==> config.mk <==
export PLATFORM = sky130hd
export DESIGN_NAME = uart_stream_ctrl
export DESIGN_NICKNAME = d
export VERILOG_FILES = /design/src/rtl/uart_ctrl_pkg.sv /design/src/rtl/rr_arbiter.sv /design/src/rtl/uart_stream_ctrl.sv
export SDC_FILE = /design/constraint.sdc
export NUM_CORES = 1
export LEC_CHECK = 0
export ABC_AREA = 1
export ABC_CLOCK_PERIOD_IN_PS = 4500
export CORE_UTILIZATION = 28
export CTS_CLUSTER_DIAMETER = 150
export CTS_CLUSTER_SIZE = 12
export DETAILED_ROUTE_END_ITERATION = 6
export DONT_BUFFER_PORTS = 1
export GPL_TIMING_DRIVEN = 0
export MAX_ROUTING_LAYER = met4
export SETUP_SLACK_MARGIN = 0.1
export SYNTH_ARGS = -nofsm -noshare
export SYNTH_HDL_FRONTEND = slang
export SYNTH_HIERARCHICAL = 1
export SYNTH_SLANG_ARGS = --single-unit
==> constraint.sdc <==
create_clock -name clk -period 4.5 [get_ports clk]
set_clock_uncertainty 0.2 [all_clocks]
set_input_delay 0.225 -clock clk [delete_from_list [all_inputs] [get_ports clk]]
set_output_delay 0.225 -clock clk [all_outputs]
set_load 0.02 [all_outputs]
==> src/rtl/uart_ctrl_pkg.sv <==
// Shared types and constants for the UART stream controller.
// Holds the controller FSM states, the RX/TX slot selector and the UART register layout.
package uart_ctrl_pkg;

    typedef enum logic [3:0] {
        INIT_S,
        INIT_A,
        IDLE,
        CFG_S,
        CFG_A,
        TXS_S,
        TXS_A,
        TXW_S,
        TXW_A,
        RXR_S,
        RXR_A
    } ctrl_state_e;

    typedef enum logic {
        SLOT_RX,
        SLOT_TX
    } slot_e;

    localparam int          UART_EMPTY_BIT  = 31;
    localparam logic [15:0] DEFAULT_DIVISOR = 16'd434;

endpackage

==> src/rtl/rr_arbiter.sv <==
// Combinational round-robin arbiter: grants the first requester after last_grant, wrapping.
// Returns the grant both one-hot and as an index.
module rr_arbiter
    import uart_ctrl_pkg::*;
#(
    parameter  int NUM_TX = 2,
    localparam int IW     = (NUM_TX > 1) ? $clog2(NUM_TX) : 1
) (
    input  logic [NUM_TX-1:0] req_i,
    input  logic [IW-1:0]     last_grant_i,
    output logic [NUM_TX-1:0] grant_o,
    output logic [IW-1:0]     grant_idx_o
);

    logic [IW-1:0] cand;

    // Scan from the farthest position to the nearest so the nearest valid requester wins.
    always_comb begin
        grant_o     = '0;
        grant_idx_o = '0;
        cand        = '0;
        for (int off = NUM_TX; off >= 1; off--) begin
            cand = IW'((int'(last_grant_i) + off) % NUM_TX);
            if (req_i[cand]) begin
                grant_o       = '0;
                grant_o[cand] = 1'b1;
                grant_idx_o   = cand;
            end
        end
    end

endmodule

==> src/rtl/uart_stream_ctrl.sv <==
// Sole APB master of the UART register block: programs the divisor, shares the transmitter
// among NUM_TX byte streams round-robin, and polls the receiver into a one-entry buffer.
module uart_stream_ctrl
    import uart_ctrl_pkg::*;
#(
    parameter  int          NUM_TX  = 2,
    parameter  logic [15:0] DIVISOR = DEFAULT_DIVISOR,
    localparam int          IW      = (NUM_TX > 1) ? $clog2(NUM_TX) : 1
) (
    input  logic                clk,
    input  logic                reset,
    input  logic [NUM_TX-1:0]   tx_valid_i,
    input  logic [8*NUM_TX-1:0] tx_data_i,
    output logic [NUM_TX-1:0]   tx_ready_o,
    output logic                rx_valid_o,
    output logic [7:0]          rx_data_o,
    input  logic                rx_ready_i,
    input  logic                cfg_valid_i,
    input  logic [15:0]         cfg_divisor_i,
    output logic                cfg_ready_o,
    output logic                sel_receiver_o,
    output logic                sel_transmitter_o,
    output logic                sel_divisor_o,
    output logic                apb_enable_o,
    output logic                apb_write_o,
    output logic [31:0]         apb_wdata_o,
    input  logic [31:0]         apb_rdata_i
);

    ctrl_state_e       state_q;
    slot_e             slot_q;
    logic [IW-1:0]     last_grant_q;
    logic [IW-1:0]     grant_idx_q;
    logic [NUM_TX-1:0] grant_oh_q;
    logic [NUM_TX-1:0] tx_ready_q;
    logic              cfg_ready_q;
    logic              rx_valid_q;
    logic [7:0]        rx_data_q;
    logic              sel_rx_q;
    logic              sel_tx_q;
    logic              sel_div_q;
    logic              apb_enable_q;
    logic              apb_write_q;
    logic [31:0]       apb_wdata_q;

    logic [NUM_TX-1:0] arb_grant;
    logic [IW-1:0]     arb_idx;
    logic [7:0]        tx_byte;
    logic              tx_elig;
    logic              rx_elig;
    logic              take_tx;
    logic              take_rx;

    rr_arbiter #(.NUM_TX(NUM_TX)) u_arb (
        .req_i        (tx_valid_i),
        .last_grant_i (last_grant_q),
        .grant_o      (arb_grant),
        .grant_idx_o  (arb_idx)
    );

    always_comb begin
        tx_byte = '0;
        for (int i = 0; i < NUM_TX; i++) begin
            if (grant_oh_q[i]) tx_byte = tx_data_i[8*i +: 8];
        end
    end

    // The slot pointer names the preferred service; fall back to the other if it has no work.
    assign tx_elig = |tx_valid_i;
    assign rx_elig = !rx_valid_q;
    assign take_tx = tx_elig && ((slot_q == SLOT_TX) || !rx_elig);
    assign take_rx = rx_elig && !take_tx;

    always_ff @(posedge clk) begin
        if (reset) begin
            state_q      <= INIT_S;
            slot_q       <= SLOT_RX;
            last_grant_q <= IW'(NUM_TX - 1);
            grant_idx_q  <= '0;
            grant_oh_q   <= '0;
            tx_ready_q   <= '0;
            cfg_ready_q  <= 1'b0;
            rx_valid_q   <= 1'b0;
            rx_data_q    <= '0;
            sel_rx_q     <= 1'b0;
            sel_tx_q     <= 1'b0;
            sel_div_q    <= 1'b0;
            apb_enable_q <= 1'b0;
            apb_write_q  <= 1'b0;
            apb_wdata_q  <= '0;
        end else begin
            tx_ready_q  <= '0;
            cfg_ready_q <= 1'b0;
            if (rx_valid_q && rx_ready_i) rx_valid_q <= 1'b0;

            case (state_q)
                // Reset leaves the bus idle, so INIT_S spends its first cycle raising the SETUP phase.
                INIT_S: begin
                    if (!sel_div_q) begin
                        sel_div_q   <= 1'b1;
                        apb_write_q <= 1'b1;
                        apb_wdata_q <= {16'b0, DIVISOR};
                    end else begin
                        apb_enable_q <= 1'b1;
                        state_q      <= INIT_A;
                    end
                end
                IDLE: begin
                    if (cfg_valid_i) begin
                        sel_div_q   <= 1'b1;
                        apb_write_q <= 1'b1;
                        apb_wdata_q <= {16'b0, cfg_divisor_i};
                        state_q     <= CFG_S;
                    end else if (take_tx) begin
                        sel_tx_q    <= 1'b1;
                        grant_oh_q  <= arb_grant;
                        grant_idx_q <= arb_idx;
                        slot_q      <= SLOT_RX;
                        state_q     <= TXS_S;
                    end else if (take_rx) begin
                        sel_rx_q <= 1'b1;
                        slot_q   <= SLOT_TX;
                        state_q  <= RXR_S;
                    end
                end
                CFG_S: begin
                    apb_enable_q <= 1'b1;
                    cfg_ready_q  <= 1'b1;
                    state_q      <= CFG_A;
                end
                TXS_S: begin
                    apb_enable_q <= 1'b1;
                    state_q      <= TXS_A;
                end
                TXS_A: begin
                    apb_enable_q <= 1'b0;
                    if (apb_rdata_i[UART_EMPTY_BIT]) begin
                        apb_write_q <= 1'b1;
                        apb_wdata_q <= {24'b0, tx_byte};
                        state_q     <= TXW_S;
                    end else begin
                        sel_tx_q <= 1'b0;
                        state_q  <= IDLE;
                    end
                end
                TXW_S: begin
                    apb_enable_q <= 1'b1;
                    tx_ready_q   <= grant_oh_q;
                    state_q      <= TXW_A;
                end
                RXR_S: begin
                    apb_enable_q <= 1'b1;
                    state_q      <= RXR_A;
                end
                RXR_A: begin
                    if (!apb_rdata_i[UART_EMPTY_BIT]) begin
                        rx_data_q  <= apb_rdata_i[7:0];
                        rx_valid_q <= 1'b1;
                    end
                    sel_rx_q     <= 1'b0;
                    apb_enable_q <= 1'b0;
                    state_q      <= IDLE;
                end
                // INIT_A, CFG_A and TXW_A all close a write access and return to IDLE.
                default: begin
                    if (state_q == TXW_A) last_grant_q <= grant_idx_q;
                    sel_rx_q     <= 1'b0;
                    sel_tx_q     <= 1'b0;
                    sel_div_q    <= 1'b0;
                    apb_enable_q <= 1'b0;
                    apb_write_q  <= 1'b0;
                    apb_wdata_q  <= '0;
                    state_q      <= IDLE;
                end
            endcase
        end
    end

    assign tx_ready_o        = tx_ready_q;
    assign cfg_ready_o       = cfg_ready_q;
    assign rx_valid_o        = rx_valid_q;
    assign rx_data_o         = rx_data_q;
    assign sel_receiver_o    = sel_rx_q;
    assign sel_transmitter_o = sel_tx_q;
    assign sel_divisor_o     = sel_div_q;
    assign apb_enable_o      = apb_enable_q;
    assign apb_write_o       = apb_write_q;
    assign apb_wdata_o       = apb_wdata_q;

endmodule

==> reports/metrics.cfg, run 1 <==
[cells_and_area]
nets = 465
fin_area_sq_um = 2800
area_delta_synth_final_pct = 21.3
register_area_sq_um = 841
multiInputGateArea_sq_um = 1190
diodes = 0
post-route-util_pct = 35.6
filler_cell_count = 848
drive_gt1_share_pct = 12.9

[cts]
cts_tree = yes
cts-root-buf = clkbuf_8
cts_max_level = 2
ctsLongestPathBuffers = 2
cts_setup_buffers = 0
numCtsBuffers = 5
clkLatencyLatePin_ns = 0.30
cts.sinks = 42
clk_pin_slew_ns = 0.09

[global_route]
grt_pass1_vias = 2199
grt_pass1_wl_um = 10300
antenna_found_initial = 0
gr-total-overflow = 0
grt_usage_pct = 15.8
grt_max_degree = 15

[floorplan]
core_sq_um = 7850
rows = 32
dieWidth_um = 92.7
die_area_sq_um = 8590
start_util_pct = 29.4
pin_count = 119
die_y_um = 92.7

[logic_synthesis]
netlist_top_cells_count = nand2_1, nor2_1, dfxtp_1, a21oi_1, nand3_1
async_reset_ff_share_pct = 0
ys_seq_area_share_pct = 36.5
yosys-top-cells-area = dfxtp_1, nand2_1, nor2_1, a21oi_1, nand3_1
ys.flop_type = dfxtp_1
yosysUniqueCellTypes = 28
synth_top_area_share_pct = 36.5
synth_edf_count = 0
synth.most_common_cell = nand2_1
ys_ff_latch = 42
synth_cells = 356
synth_area_sq_um = 2300
syn_avg_cell_area_sq_um = 6.47
yosys_warnings = 6
synth_top_cell_by_area = dfxtp_1

[sta]
finalSetupViolations = 0
tns_ns = 0
fmax_mhz = 536
rsz0062_at_grt = no
period_needed_ns = 1.87
hold_viol_final = 0
drv_slew = 0
fin_crit_sh_pct = 41.5
timing.hold.ws_ns = 0.00579

[detailed_routing]
routedWlPerCell_um = 12.6
num_vias = 2293
route.detailed.drc = 0
antenna_left = 0
vias_per_cell = 4.60
wirelength_um = 6260
dr.pass1.iters = 4
dr.first_iter.drc_count = 118

[placed_design]
postPlaceCellArea_sq_um = 2490
io_buffer_count = 0
place.gp.congestion = 0.867
dp_hpwl_um = 4730

[pwr]
power_switching_w = 0.000781
power_density_nw_per_um2 = 627
p_leak_nw = 1.35
power_frac_seq_pct = 38.6
p_int_w = 0.000973
swShare_pct = 44.5
pwr-share-clk_pct = 20.8
peakVddDrop_uv = 178
p_comb_share_pct = 40.6

[run]
drv_cap = 0

[outcome]
status = complete, no violations

[setup_path]
cp-start-kind = flip-flop
critical_path_required_ns = 4.47
worst-setup-path-type = flip-flop to flip-flop
cp-end-kind = flip-flop
critPathMaxFanout = 10
cp.arrival_ns = 1.84

[worst_hold_path]
holdCritPathClass = primary input to flip-flop

cell families (layout without fill, tap and decap cells):
group | Yosys count | after routing | synth area share (%)
AND/OR/NAND/NOR | 205 | 205 | 38.3
buffers and inverters | 60 | 85 | 14.1
AO/OA/AOI/OAI | 48 | 48 | 11.0
flip-flops | 42 | 42 | 36.5
other | 1 | 16 | 0.163
worst paths after layout:
check                            endpoint  slack (ns)  cells after the start                    start
setup / recovery  state_q[3]$_SDFFE_PP0P_        2.63                      6  state_q[1]$_SDFFE_PP0P_
hold reg to reg       slot_q$_SDFFE_PP0P_        0.28                      2      slot_q$_SDFFE_PP0P_
setup reg to reg  state_q[3]$_SDFFE_PP0P_        2.63                      6  state_q[1]$_SDFFE_PP0P_
hold / removal    state_q[2]$_SDFFE_PP0P_       0.006                      2          apb_rdata_i[31]
routing by layer:
| layer | vias to the layer above | track usage [%] | routed length, um |
|---|---|---|---|
| li1 | 1172 | - | - |
| met1 | 1025 | 17.7 | 2620 |
| met2 | 90 | 26.6 | 2870 |
| met3 | 6 | 5.99 | 725 |
| met4 | 0 | 3.59 | 36 |
| met5 | - | - | 0 |
repair_timing:
item | CTS | global route
endpoints found under the hold margin | 17 | 0
gates resized for setup | 0 | 0
hold buffers | 17 | 0
placed cells by master, fill, tap and decap left out, drive strengths merged:
cell type    Yosys  final
clkinv           1      2
clkbuf           3      8
o21ai            9      9
a31oi            1      1
buf             26     26
a211oi           1      1
nor2            60     60
a21oi           34     34
a41oi            1      1
inv             30     30
nand2          108    108
conb             1     16
or2              1      1
dfxtp           42     42
nor3             5      5
dlygate4sd3      0     17
nand4            1      1
bufinv           0      2
o211ai           2      2
nand3           30     30
power by group through the flow:
stage	clock network (W)	registers [W]	logic (W)
4_1_cts	0.000375	0.000680	0.000713
3_3_place_gp	0	0.000686	0.000691
5_1_grt	0.000390	0.000693	0.000834
2_1_floorplan	0	0.000661	0.000571
6_report	0.000364	0.000676	0.000713
3_5_place_dp	0	0.000688	0.000700
final cells by class:
type | instances | share of cell area [%]
Multi-Input combinational cell | 269 | 42.7
Sequential cell | 42 | 30.1
Buffer | 29 | 7.43
Timing Repair Buffer | 17 | 6.09
Tap cell | 102 | 4.57
Inverter | 31 | 4.16
Clock buffer | 5 | 2.46
Clock inverter | 3 | 2.46
registers in the layout (all words and copies together), names as in the netlist:
register and cells:
apb_enable_o 1, apb_wdata_o 16, apb_write_o 1, cfg_ready_o 1, grant_idx_q 1, grant_oh_q 2, last_grant_q 1, rx_data_o 8
rx_valid_o 1, sel_divisor_o 1, sel_receiver_o 1, sel_transmitter_o 1, slot_q 1, state_q 4, tx_ready_o 2
through the flow:
| step | worst slack [ns] | power, W | instances |
|---|---|---|---|
| floorplan | 2.96 | 0.00123 | 371 |
| global placement | 2.67 | 0.00138 | 473 |
| detailed placement | 2.68 | 0.00139 | 473 |
| CTS | 2.66 | 0.00177 | 498 |
| global route | 2.48 | 0.00192 | 498 |
| finish | 2.63 | 0.00175 | 498 |
worst max-delay path: stages, from the launching register on:
cell and delay [ns]:
dfxtp_1 0.45, nand2_4 0.13, nor2_2 0.23, buf_2 0.30
nand4_1 0.15, o21ai_0 0.19, nor3_1 0.09
(Power assumes the default switching activity.)
==> run 2, diff against run 1 <==
--- a/config.mk
+++ b/config.mk
@@ -6,7 +6,7 @@
 export NUM_CORES = 1
 export LEC_CHECK = 0
 export ABC_AREA = 1
-export ABC_CLOCK_PERIOD_IN_PS = 4500
+export ABC_CLOCK_PERIOD_IN_PS = 1900
 export CORE_UTILIZATION = 28
 export CTS_CLUSTER_DIAMETER = 150
 export CTS_CLUSTER_SIZE = 12
==> constraint.sdc (replaced) <==
create_clock -name clk -period 1.9 [get_ports clk]
set_clock_uncertainty 0.2 [all_clocks]
set_input_delay 0.095 -clock clk [delete_from_list [all_inputs] [get_ports clk]]
set_output_delay 0.095 -clock clk [all_outputs]
set_load 0.02 [all_outputs]
==> run 2 against run 1 <==
Effect of this change:
- the run now ends with hold timing left
- die area is the same
- worst setup slack worse by 2.4 ns
- final cell count rose by 4.4%
- maximum frequency up 9.2%
- via count increased by 3.6%
- wire length is 5.7% higher
- combinational power rose by 150%
- non-clock buffer count is 22 higher
- hold slack lost 0.0072 ns
- flip-flop and latch count unchanged
- register-to-register slack got worse by 2.4 ns
- clock-buffer cell count did not move
- critical path type unchanged
==> reports/metrics.cfg, run 2 (same netlist as run 1, synthesis figures left out) <==
[floorplan]
die_y_um = 92.7
pin_count = 119
start_util_pct = 29.4
core_sq_um = 7850
die_area_sq_um = 8590
rows = 32
dieWidth_um = 92.7

[cells_and_area]
area_delta_synth_final_pct = 33.0
layout_commonest_cell = nand2_1
nets = 487
final_cell_mix = nand2_1, nor2_1, dlygate4sd3_1
diodes = 0
filler_cell_count = 811
drive_gt1_share_pct = 15.3
largest_reg_flops = 16

[global_route]
grt_max_degree = 15
antenna_found_initial = 0
grt_usage_pct = 16.3
grt_pass1_vias = 2313
gr-total-overflow = 0
grt_pass1_wl_um = 10700

[cts]
ctsLongestPathBuffers = 2
cts.sinks = 42
clk_pin_slew_ns = 0.09
cts_tree = yes
numCtsBuffers = 5
clkLatencyLatePin_ns = 0.30
cts-root-buf = clkbuf_8
cts_max_level = 2

[setup_path]
r2r_end = state_q[3]$_SDFFE_PP0P_
cp.arrival_ns = 1.68
critical_path_required_ns = 1.87
r2r-start = state_q[3]$_SDFFE_PP0P_
cp-start-kind = flip-flop
crit_path_end = state_q[3]$_SDFFE_PP0P_
rrSetupSlack_ns = 0.19
critPathMaxFanout = 10
worst-setup-path-type = flip-flop to flip-flop
startpoint = state_q[3]$_SDFFE_PP0P_
cp-end-kind = flip-flop
ff2ff_path_depth = 7

[sta]
hold_viol_final = 1
timing.hold.ws_ns = -0.00146
fin_crit_sh_pct = 89.9
period_needed_ns = 1.71
fmax_mhz = 585
finalSetupViolations = 0
rsz0062_at_grt = yes
drv_slew = 0
tns_ns = 0

[placed_design]
io_buffer_count = 0
dp_hpwl_um = 4730
place.gp.congestion = 0.867

[detailed_routing]
dr.first_iter.drc_count = 108
antenna_left = 0
vias_per_cell = 4.57
num_vias = 2375
dr.pass1.iters = 5
routedWlPerCell_um = 12.7
wirelength_um = 6620
route.detailed.drc = 0

[pwr]
peakVddDrop_uv = 423
power_w = 0.00427
p_leak_nw = 1.46
power_density_nw_per_um2 = 1390

[worst_hold_path]
worstHoldStart = tx_data_i[7]
holdCritPathClass = primary input to flip-flop

[run]
drv_cap = 0

[outcome]
violations = hold timing
status = finished with violations

[run 2: cell count changes in the layout (fill, tap and decap cells not counted), moves of 3 or more]
cell / previous run / this run
dfxtp_2: 0 / 5
o21ai_0: 8 / 5
dlygate4sd3_1: 17 / 38
nor2_1: 53 / 48
dfxtp_1: 42 / 37
nor2_4: 2 / 6
[run 2: what timing repair did]
item / CTS / global route
pin swaps: 0 / 1
hold endpoints to repair: 32 / 0
gates resized for setup: 2 / 19
endpoints found under the setup margin: 3 / 36
setup buffers: 0 / 1
hold buffers: 38 / 0
[run 2: how the worst min path moves through the flow]
| stage | end | slack, ns | cells past startpoint |
|---|---|---|---|
| floorplan | rx_data_o[0]$_SDFFE_PP0P_ | 0.06 | 2 |
| global placement | rx_data_o[7]$_SDFFE_PP0P_ | 0.06 | 2 |
| detailed placement | rx_data_o[6]$_SDFFE_PP0P_ | 0.07 | 2 |
| CTS | apb_wdata_o[2]$_SDFFE_PP0P_ | 0.008 | 8 |
| global route | apb_wdata_o[7]$_SDFFE_PP0P_ | 0.03 | 6 |
| finish | apb_wdata_o[7]$_SDFFE_PP0P_ | -0.001 | 6 |
[run 2: cell type report]
| class | instances | area, sq um | share of cell area (%) |
|---|---|---|---|
| inverters | 31 | 116 | 3.80 |
| repair buffers | 39 | 388 | 12.7 |
| flip-flops and latches | 42 | 847 | 27.7 |
| plain buffers | 29 | 213 | 6.94 |
| well taps | 102 | 128 | 4.17 |
| clock inverters | 3 | 68.8 | 2.25 |
| multi-input cells | 269 | 1230 | 40.3 |
| clock buffers | 5 | 68.8 | 2.25 |
[run 2: worst max-delay path: stages, from the launching register on]
cell and delay (ns):
dfxtp_2 0.36, inv_1 0.11, nand2_1 0.14, nor2_4 0.16
buf_4 0.22, nand4_1 0.13, o21ai_1 0.19, nor3_1 0.08
[run 2: stage by stage]
step / cell area [sq um] / setup WS (ns) / util [%] / instances
2_1_floorplan: 2360 / 0.361 / - / 371
3_3_place_gp: 2490 / 0.0738 / 31.7 / 473
3_5_place_dp: 2490 / 0.0786 / 31.7 / 473
4_1_cts: 3010 / 0.124 / 38.4 / 519
5_1_grt: 3060 / 0.0931 / 39.0 / 520
6_report: 3060 / 0.191 / 39.0 / 520
[run 2: power breakdown]
group	leakage (nW)	switching, W	internal (W)
registers	0.346	0.000476	0.00114
clock network	0.0683	0.000339	0.000527
logic	1.04	0.00108	0.000696
total	1.45	0.00190	0.00237
[run 2: metal layers]
metal | global-route usage, % | share of wire, %
met5 | - | 0
met4 | 3.59 | 0
met3 | 5.34 | 9.1
met2 | 28.2 | 47
met1 | 18.3 | 44
